<file path="src/rtl/core_avl_master_pkg.sv">
// Shared types and constants for the core-to-Avalon-MM initiator bridge.
package core_avl_master_pkg;

  typedef enum logic [1:0] {IDLE, REQ, RESP} state_e;

  localparam logic [1:0]  AVL_RESP_OKAY   = 2'b00;
  localparam logic [1:0]  AVL_RESP_SLVERR = 2'b10;
  localparam logic [1:0]  AVL_RESP_DECERR = 2'b11;
  localparam logic [31:0] FAULT_DATA_DEF  = 32'hDEADDEAD;

  function automatic logic is_fault(input logic [1:0] resp);
    return resp != AVL_RESP_OKAY;
  endfunction

endpackage

</file>
<file path="src/rtl/core_avl_master_if.sv">
// Core request/ready bus plus Avalon-MM initiator signals; master = bridge side.
interface core_avl_master_if;
  logic [29:0] core_addr;
  logic        core_start;
  logic        core_write;
  logic [31:0] core_data_wr;
  logic [3:0]  core_data_be;
  logic [31:0] core_data_rd;
  logic        core_ready;
  logic        core_fault;

  logic [31:0] avl_address;
  logic        avl_read;
  logic        avl_write;
  logic [31:0] avl_writedata;
  logic [3:0]  avl_byteenable;
  logic        avl_waitrequest;
  logic [31:0] avl_readdata;
  logic        avl_readdatavalid;
  logic [1:0]  avl_response;

  modport master (
    input  core_addr, core_start, core_write, core_data_wr, core_data_be,
    output core_data_rd, core_ready, core_fault,
    output avl_address, avl_read, avl_write, avl_writedata, avl_byteenable,
    input  avl_waitrequest, avl_readdata, avl_readdatavalid, avl_response
  );

  modport slave (
    output core_addr, core_start, core_write, core_data_wr, core_data_be,
    input  core_data_rd, core_ready, core_fault,
    input  avl_address, avl_read, avl_write, avl_writedata, avl_byteenable,
    output avl_waitrequest, avl_readdata, avl_readdatavalid, avl_response
  );
endinterface

</file>
<file path="src/rtl/core_avl_master_bus_watchdog.sv">
// Saturating outstanding-cycle counter; expired flags the last allowed cycle.
module core_avl_master_bus_watchdog #(
  parameter int TIMEOUT = 1024
) (
  input  logic clk,
  input  logic rst,
  input  logic i_clr,
  input  logic i_en,
  output logic o_expired
);
  localparam int            CW   = (TIMEOUT < 2) ? 1 : $clog2(TIMEOUT);
  localparam logic [CW-1:0] LAST = CW'((TIMEOUT > 0) ? TIMEOUT - 1 : 0);

  logic [CW-1:0] r_cnt;

  always_ff @(posedge clk) begin
    if (rst || i_clr)                 r_cnt <= '0;
    else if (i_en && (r_cnt != LAST)) r_cnt <= r_cnt + 1'b1;
  end

  // TIMEOUT == 0 disables the watchdog entirely
  assign o_expired = (TIMEOUT > 0) && i_en && (r_cnt == LAST);
endmodule

</file>
<file path="src/rtl/core_avl_master.sv">
// One-at-a-time bridge from core request/ready bus to an Avalon-MM responder.
module core_avl_master
  import core_avl_master_pkg::*;
#(
  parameter int          TIMEOUT    = 1024,
  parameter logic [31:0] FAULT_DATA = FAULT_DATA_DEF
) (
  input logic                clk,
  input logic                rst,
  core_avl_master_if.master  bus
);
  state_e      r_state, w_state_nxt;
  logic        r_is_wr, w_is_wr_nxt;
  logic        r_avl_read, w_avl_read_nxt;
  logic        r_avl_write, w_avl_write_nxt;
  logic [31:0] r_avl_address, w_avl_address_nxt;
  logic [31:0] r_avl_writedata, w_avl_writedata_nxt;
  logic [3:0]  r_avl_byteenable, w_avl_byteenable_nxt;
  logic        r_core_ready, w_core_ready_nxt;
  logic        r_core_fault, w_core_fault_nxt;
  logic [31:0] r_core_data_rd, w_core_data_rd_nxt;
  logic        w_accept, w_done, w_abort, w_expired;

  core_avl_master_bus_watchdog #(.TIMEOUT(TIMEOUT)) u_wdog (
    .clk       (clk),
    .rst       (rst),
    .i_clr     (r_state == IDLE),
    .i_en      (r_state != IDLE),
    .o_expired (w_expired)
  );

  // Completion beats expiry; a read accepted without data is not completion.
  assign w_accept = (r_state == REQ) && !bus.avl_waitrequest;
  assign w_done   = (w_accept && (r_is_wr || bus.avl_readdatavalid)) ||
                    ((r_state == RESP) && bus.avl_readdatavalid);
  assign w_abort  = w_expired && !w_done;

  always_ff @(posedge clk) begin
    if (rst) r_state <= IDLE;
    else     r_state <= w_state_nxt;
  end

  always_comb begin
    w_state_nxt = r_state;
    case (r_state)
      IDLE:    if (bus.core_start) w_state_nxt = REQ;
      REQ:     if (w_done || w_abort) w_state_nxt = IDLE;
               else if (w_accept)     w_state_nxt = RESP;
      RESP:    if (w_done || w_abort) w_state_nxt = IDLE;
      default: w_state_nxt = IDLE;
    endcase
  end

  always_comb begin
    w_is_wr_nxt          = r_is_wr;
    w_avl_read_nxt       = r_avl_read;
    w_avl_write_nxt      = r_avl_write;
    w_avl_address_nxt    = r_avl_address;
    w_avl_writedata_nxt  = r_avl_writedata;
    w_avl_byteenable_nxt = r_avl_byteenable;
    w_core_ready_nxt     = 1'b0;
    w_core_fault_nxt     = 1'b0;
    w_core_data_rd_nxt   = r_core_data_rd;
    if ((r_state == IDLE) && bus.core_start) begin
      w_is_wr_nxt          = bus.core_write;
      w_avl_read_nxt       = !bus.core_write;
      w_avl_write_nxt      = bus.core_write;
      w_avl_address_nxt    = {bus.core_addr, 2'b00};
      w_avl_writedata_nxt  = bus.core_data_wr;
      w_avl_byteenable_nxt = bus.core_write ? bus.core_data_be : 4'hF;
    end
    if (w_accept || w_abort) begin
      w_avl_read_nxt  = 1'b0;
      w_avl_write_nxt = 1'b0;
    end
    if (w_done) begin
      w_core_ready_nxt = 1'b1;
      if (!r_is_wr) begin
        w_core_data_rd_nxt = bus.avl_readdata;
        w_core_fault_nxt   = is_fault(bus.avl_response);
      end
    end else if (w_abort) begin
      w_core_ready_nxt = 1'b1;
      w_core_fault_nxt = 1'b1;
      if (!r_is_wr) w_core_data_rd_nxt = FAULT_DATA;
    end
  end

  always_ff @(posedge clk) begin
    if (rst) begin
      r_is_wr          <= 1'b0;
      r_avl_read       <= 1'b0;
      r_avl_write      <= 1'b0;
      r_avl_address    <= '0;
      r_avl_writedata  <= '0;
      r_avl_byteenable <= '0;
      r_core_ready     <= 1'b0;
      r_core_fault     <= 1'b0;
      r_core_data_rd   <= '0;
    end else begin
      r_is_wr          <= w_is_wr_nxt;
      r_avl_read       <= w_avl_read_nxt;
      r_avl_write      <= w_avl_write_nxt;
      r_avl_address    <= w_avl_address_nxt;
      r_avl_writedata  <= w_avl_writedata_nxt;
      r_avl_byteenable <= w_avl_byteenable_nxt;
      r_core_ready     <= w_core_ready_nxt;
      r_core_fault     <= w_core_fault_nxt;
      r_core_data_rd   <= w_core_data_rd_nxt;
    end
  end

  assign bus.avl_read       = r_avl_read;
  assign bus.avl_write      = r_avl_write;
  assign bus.avl_address    = r_avl_address;
  assign bus.avl_writedata  = r_avl_writedata;
  assign bus.avl_byteenable = r_avl_byteenable;
  assign bus.core_ready     = r_core_ready;
  assign bus.core_fault     = r_core_fault;
  assign bus.core_data_rd   = r_core_data_rd;
endmodule

</file>
<file path="src/flat_wrapper.sv">
// flat-port wrapper written by rule: the top's interface ports become plain ports
module core_avl_master_flat import core_avl_master_pkg::*;
#(
  parameter int          TIMEOUT    = 1024,
  parameter logic [31:0] FAULT_DATA = FAULT_DATA_DEF
)
  (clk, rst, bus_core_addr, bus_core_start, bus_core_write, bus_core_data_wr, bus_core_data_be, bus_core_data_rd, bus_core_ready, bus_core_fault, bus_avl_address, bus_avl_read, bus_avl_write, bus_avl_writedata, bus_avl_byteenable, bus_avl_waitrequest, bus_avl_readdata, bus_avl_readdatavalid, bus_avl_response);
  core_avl_master_if bus_i ();
  input logic clk;
  input logic rst;
  input wire logic [$bits(bus_i.core_addr)-1:0] bus_core_addr;
  input wire logic [$bits(bus_i.core_start)-1:0] bus_core_start;
  input wire logic [$bits(bus_i.core_write)-1:0] bus_core_write;
  input wire logic [$bits(bus_i.core_data_wr)-1:0] bus_core_data_wr;
  input wire logic [$bits(bus_i.core_data_be)-1:0] bus_core_data_be;
  output wire logic [$bits(bus_i.core_data_rd)-1:0] bus_core_data_rd;
  output wire logic [$bits(bus_i.core_ready)-1:0] bus_core_ready;
  output wire logic [$bits(bus_i.core_fault)-1:0] bus_core_fault;
  output wire logic [$bits(bus_i.avl_address)-1:0] bus_avl_address;
  output wire logic [$bits(bus_i.avl_read)-1:0] bus_avl_read;
  output wire logic [$bits(bus_i.avl_write)-1:0] bus_avl_write;
  output wire logic [$bits(bus_i.avl_writedata)-1:0] bus_avl_writedata;
  output wire logic [$bits(bus_i.avl_byteenable)-1:0] bus_avl_byteenable;
  input wire logic [$bits(bus_i.avl_waitrequest)-1:0] bus_avl_waitrequest;
  input wire logic [$bits(bus_i.avl_readdata)-1:0] bus_avl_readdata;
  input wire logic [$bits(bus_i.avl_readdatavalid)-1:0] bus_avl_readdatavalid;
  input wire logic [$bits(bus_i.avl_response)-1:0] bus_avl_response;
  assign bus_i.core_addr = bus_core_addr;
  assign bus_i.core_start = bus_core_start;
  assign bus_i.core_write = bus_core_write;
  assign bus_i.core_data_wr = bus_core_data_wr;
  assign bus_i.core_data_be = bus_core_data_be;
  assign bus_core_data_rd = bus_i.core_data_rd;
  assign bus_core_ready = bus_i.core_ready;
  assign bus_core_fault = bus_i.core_fault;
  assign bus_avl_address = bus_i.avl_address;
  assign bus_avl_read = bus_i.avl_read;
  assign bus_avl_write = bus_i.avl_write;
  assign bus_avl_writedata = bus_i.avl_writedata;
  assign bus_avl_byteenable = bus_i.avl_byteenable;
  assign bus_i.avl_waitrequest = bus_avl_waitrequest;
  assign bus_i.avl_readdata = bus_avl_readdata;
  assign bus_i.avl_readdatavalid = bus_avl_readdatavalid;
  assign bus_i.avl_response = bus_avl_response;
  core_avl_master #(.TIMEOUT(TIMEOUT), .FAULT_DATA(FAULT_DATA)) u_core (.clk(clk), .rst(rst), .bus(bus_i));
endmodule
</file>
<file path="config.mk">
export PLATFORM = sky130hd
export DESIGN_NAME = core_avl_master_flat
export DESIGN_NICKNAME = d
export VERILOG_FILES = /design/src/rtl/core_avl_master_pkg.sv /design/src/rtl/core_avl_master_if.sv /design/src/rtl/core_avl_master_bus_watchdog.sv /design/src/rtl/core_avl_master.sv /design/src/flat_wrapper.sv
export SDC_FILE = /design/constraint.sdc
export NUM_CORES = 1
export LEC_CHECK = 0
export BUFFER_PORTS_ARGS = -buffer_cell sky130_fd_sc_hd__buf_2
export CAP_MARGIN = 30
export CORE_UTILIZATION = 41
export CTS_CLUSTER_SIZE = 24
export DETAILED_ROUTE_END_ITERATION = 7
export GPL_TIMING_DRIVEN = 1
export PLACE_DENSITY = 0.83
export SLEW_MARGIN = 20
export SYNTH_ARGS = -nofsm -noshare
export SYNTH_HDL_FRONTEND = slang
export SYNTH_SLANG_ARGS = --single-unit
</file>
<file path="constraint.sdc">
create_clock -name clk -period 1.6 [get_ports clk]
set_input_delay 0 -clock clk [delete_from_list [all_inputs] [get_ports clk]]
set_output_delay 0 -clock clk [all_outputs]
set_load 0.1 [all_outputs]
</file>
==> results.txt <==
Post-CTS Setup Inserts -> 0
root buffer cell -> clkbuf_8
Power Dens Cells -> 1284 nW/um^2
mean post-synth cell area -> 8.975 um^2
sequential element share of the synthesized area -> 0.5344
DRC viols -> 0
Worst-Margin Slew -> 521.4 ps
CP Class -> register to register
Worst setup SP type -> register
CTS tree -> yes
max incr delay on CP -> 420 ps
Buf/Inv on CP -> 2
reg2reg end -> u_core.bus.core_data_rd[19]
Tightest Hold Check Type -> input port to register
Lkg Pwr -> 3.247 nW
post-DP HPWL -> 8184 um
final setup TNS -> 0 ps
required time worst endpoint -> 2030 ps
Worst EP arrival -> 2030 ps
Hold Crit Depth -> 5
FF+latch count, synth -> 115
antenna-violating nets left -> 0
critical path's top delay family -> compound AO/OA/AOI/OAI gates
Tmin final -> 1600 ps
Ports -> 210
crit-path max FO -> 11
CORE AREA -> 10,280 um^2
hold_ws -> 87.30 ps
Max Root-Sink Buffers -> 2
Layout Nets -> 899
number of global-route vias before repair -> 4,803
TritonCTS buffer count -> 17
Final Max Tran Viols -> 0
status -> completed
Die ar. -> 10,920 um^2
Synth area leader -> dfxtp_1
Final period util -> 0.9998
Hold Path End -> u_core.bus.core_data_rd[8]
peak supply drop -> 0.0008192 V
largest net degree at the start of global routing -> 81
number of synthesis warnings -> 0
Initial Util -> 0.4192
Crit-path slowest cell -> o32a_4
first-pass GRT wire length -> 22,990 um
CP Capture Type -> register
Global Route Usage Sum -> 0.2646
GRT Residual Overflow -> 0
die height -> 104.5 um
Inst Count DP -> 804
Power Total -> 0.009219 W
Layout Cells excl Fill -> 941
FF-to-FF Start -> u_core.r_state[1]
Area Overhead vs Synth -> 66.63%
GP Congestion -> 0.8417
port bufs -> 207
Hold Path Origin -> bus_avl_readdatavalid
Yosys top cell area share -> 0.5344
FP Rows -> 37
Slew headroom -> 0.6548
First-pass DRT Iterations -> 5
critical-path cell list -> buf_4 > o32a_4 > a21oi_4 > clkbuf_16 > o221a_1
H-tree Lvls -> 4
RSZ-0062 raised after global routing -> true
Final Hold Fails -> 0
Synth Instances -> 480
most frequent cells in the layout -> buf_2, nand2_1, dfxtp_1
Vias -> 4,794
share of cells above drive strength 1 -> 0.3590
initial drt markers -> 320
setup slack, reg-to-reg -> 0.3 ps
most common cell after layout, fill and taps aside -> buf_2
number of clock sinks -> 115
Inserted Diodes -> 0
Post-Syn Area -> 4308 um^2
Max Cap Viol -> 0
Wirelength per Cell -> 15.36 um
final setup fails -> 0
CTS clk-pin slew, worst paths -> 60 ps
initial antenna violation count -> 0
Max Clk Rate -> 0.6251 GHz
clock latency on the worst-skew pair -> 490 ps
Total Wirelength -> 14,460 um
Area contributors post-synth -> dfxtp_1, nand2_1, a21oi_1, o221a_2, o221a_1
Worst Skew -> 11.92 ps
reg2reg path depth -> 5
Die Wd -> 104.5 um
Cell variety after synth -> 45
vias per cell -> 5.095
## synth_stat cells (all sizes together)
master     n
o32a       1
dfxtp    115
o211ai     1
a41oi      1
ha         1
mux2i      1
xnor2      3
nand2    136
nand2b     5
and2       2
nor2      18
o2111a     1
nor3       6
o21a       1
xor2       3
or4        1
nor2b      1
o31a       1
and4       3
nand3     11
a41o       1
a21oi     79
conb       1
a22oi     10
nand4      2
clkbuf    18
or3b       1
buf       19
o21ai      2
a2111oi    1
nor3b      4
clkinv     1
nor4       2
inv        2
a211oi     1
o221a     22
o2111ai    2
## worst max path at each step
stage                                 from                     endpoint  slack [ps]  cells after the start
floorplan           u_core.u_wdog.r_cnt[0]  u_core.bus.core_data_rd[16]          90                      6
global placement         u_core.r_state[0]   u_core.bus.core_data_rd[0]          -9                      4
detailed placement       u_core.r_state[0]   u_core.bus.core_data_rd[7]         -70                      4
CTS                 u_core.u_wdog.r_cnt[1]  u_core.bus.core_data_rd[26]           2                      6
global route             u_core.r_state[1]  u_core.bus.core_data_rd[18]         -40                      5
finish                   u_core.r_state[1]  u_core.bus.core_data_rd[19]         0.3                      5
## sequential cells by signal, summed over array words and instances, names as in the netlist
signal	count
u_core.bus.avl_address	30
u_core.bus.avl_byteenable	4
u_core.bus.avl_read	1
u_core.bus.avl_write	1
u_core.bus.avl_writedata	32
u_core.bus.core_data_rd	32
u_core.bus.core_fault	1
u_core.bus.core_ready	1
u_core.r_is_wr	1
u_core.r_state	2
u_core.u_wdog.r_cnt	10
## timing repair
| item | in CTS | in global routing |
|---|---|---|
| gates cloned | 0 | 1 |
| hold buffers | 104 | 0 |
| gates resized for setup | 2 | 6 |
| endpoints found under the hold margin | 104 | 0 |
| endpoints found under the setup margin | 22 | 38 |
| pin swaps | 0 | 3 |
## metrics by stage
stage	util	setup WS (ps)	instance area, um^2
6_report	0.6984	0.3060	7178
2_1_floorplan	-	86.64	4312
3_3_place_gp	0.5343	-8.701	5492
4_1_cts	0.6943	2.449	7136
5_1_grt	0.6984	-44.83	7178
3_5_place_dp	0.5343	-74.21	5492
## worst min-delay path: cells and delay by family
kind | cells | cell delay [ps]
AOI/OAI and AO/OA | 2 | 290
and+or+nand+nor | 1 | 90
buffers and inverters | 2 | 150
## logic make-up after synthesis
kind of cell             Yosys count  share of synthesized area
flip-flops                       115                     0.5344
AO/OA/AOI/OAI                    124                     0.2013
AND/OR/NAND/NOR                  192                     0.1952
buffers and inverters             40                    0.05083
adder cells (fa/ha/maj)            1                   0.002904
multiplexers                       1                   0.002324
XOR/XNOR                           6                    0.01220
other                              1                  0.0008705
## layer usage
| metal | GRT usage | vias to the layer above | share of wire |
|---|---|---|---|
| met2 | 0.4730 | 247 | 0.51 |
| met3 | 0.07018 | 38 | 0.068 |
| met5 | 0 | - | 0 |
| li1 | - | 2282 | - |
| met4 | 0.1388 | 0 | 0.033 |
| met1 | 0.2837 | 2227 | 0.38 |
## power breakdown
group          total [W]  switching (W)  internal (W)
combinational    0.00232        0.00174      0.000581
clock            0.00375        0.00136       0.00239
sequential       0.00315       0.000103       0.00305
total            0.00922        0.00321       0.00601
## final cells by class
class,instances,area (um^2)
fillers,740,3099
flip-flops and latches,115,2307
repair buffers,329,2280
multi-input cells,326,1813
clock buffers,17,414.1
clock inverters,15,182.7
well taps,136,170.2
inverters,3,11.26
No activity file was read; power rests on OpenSTA's default activity.
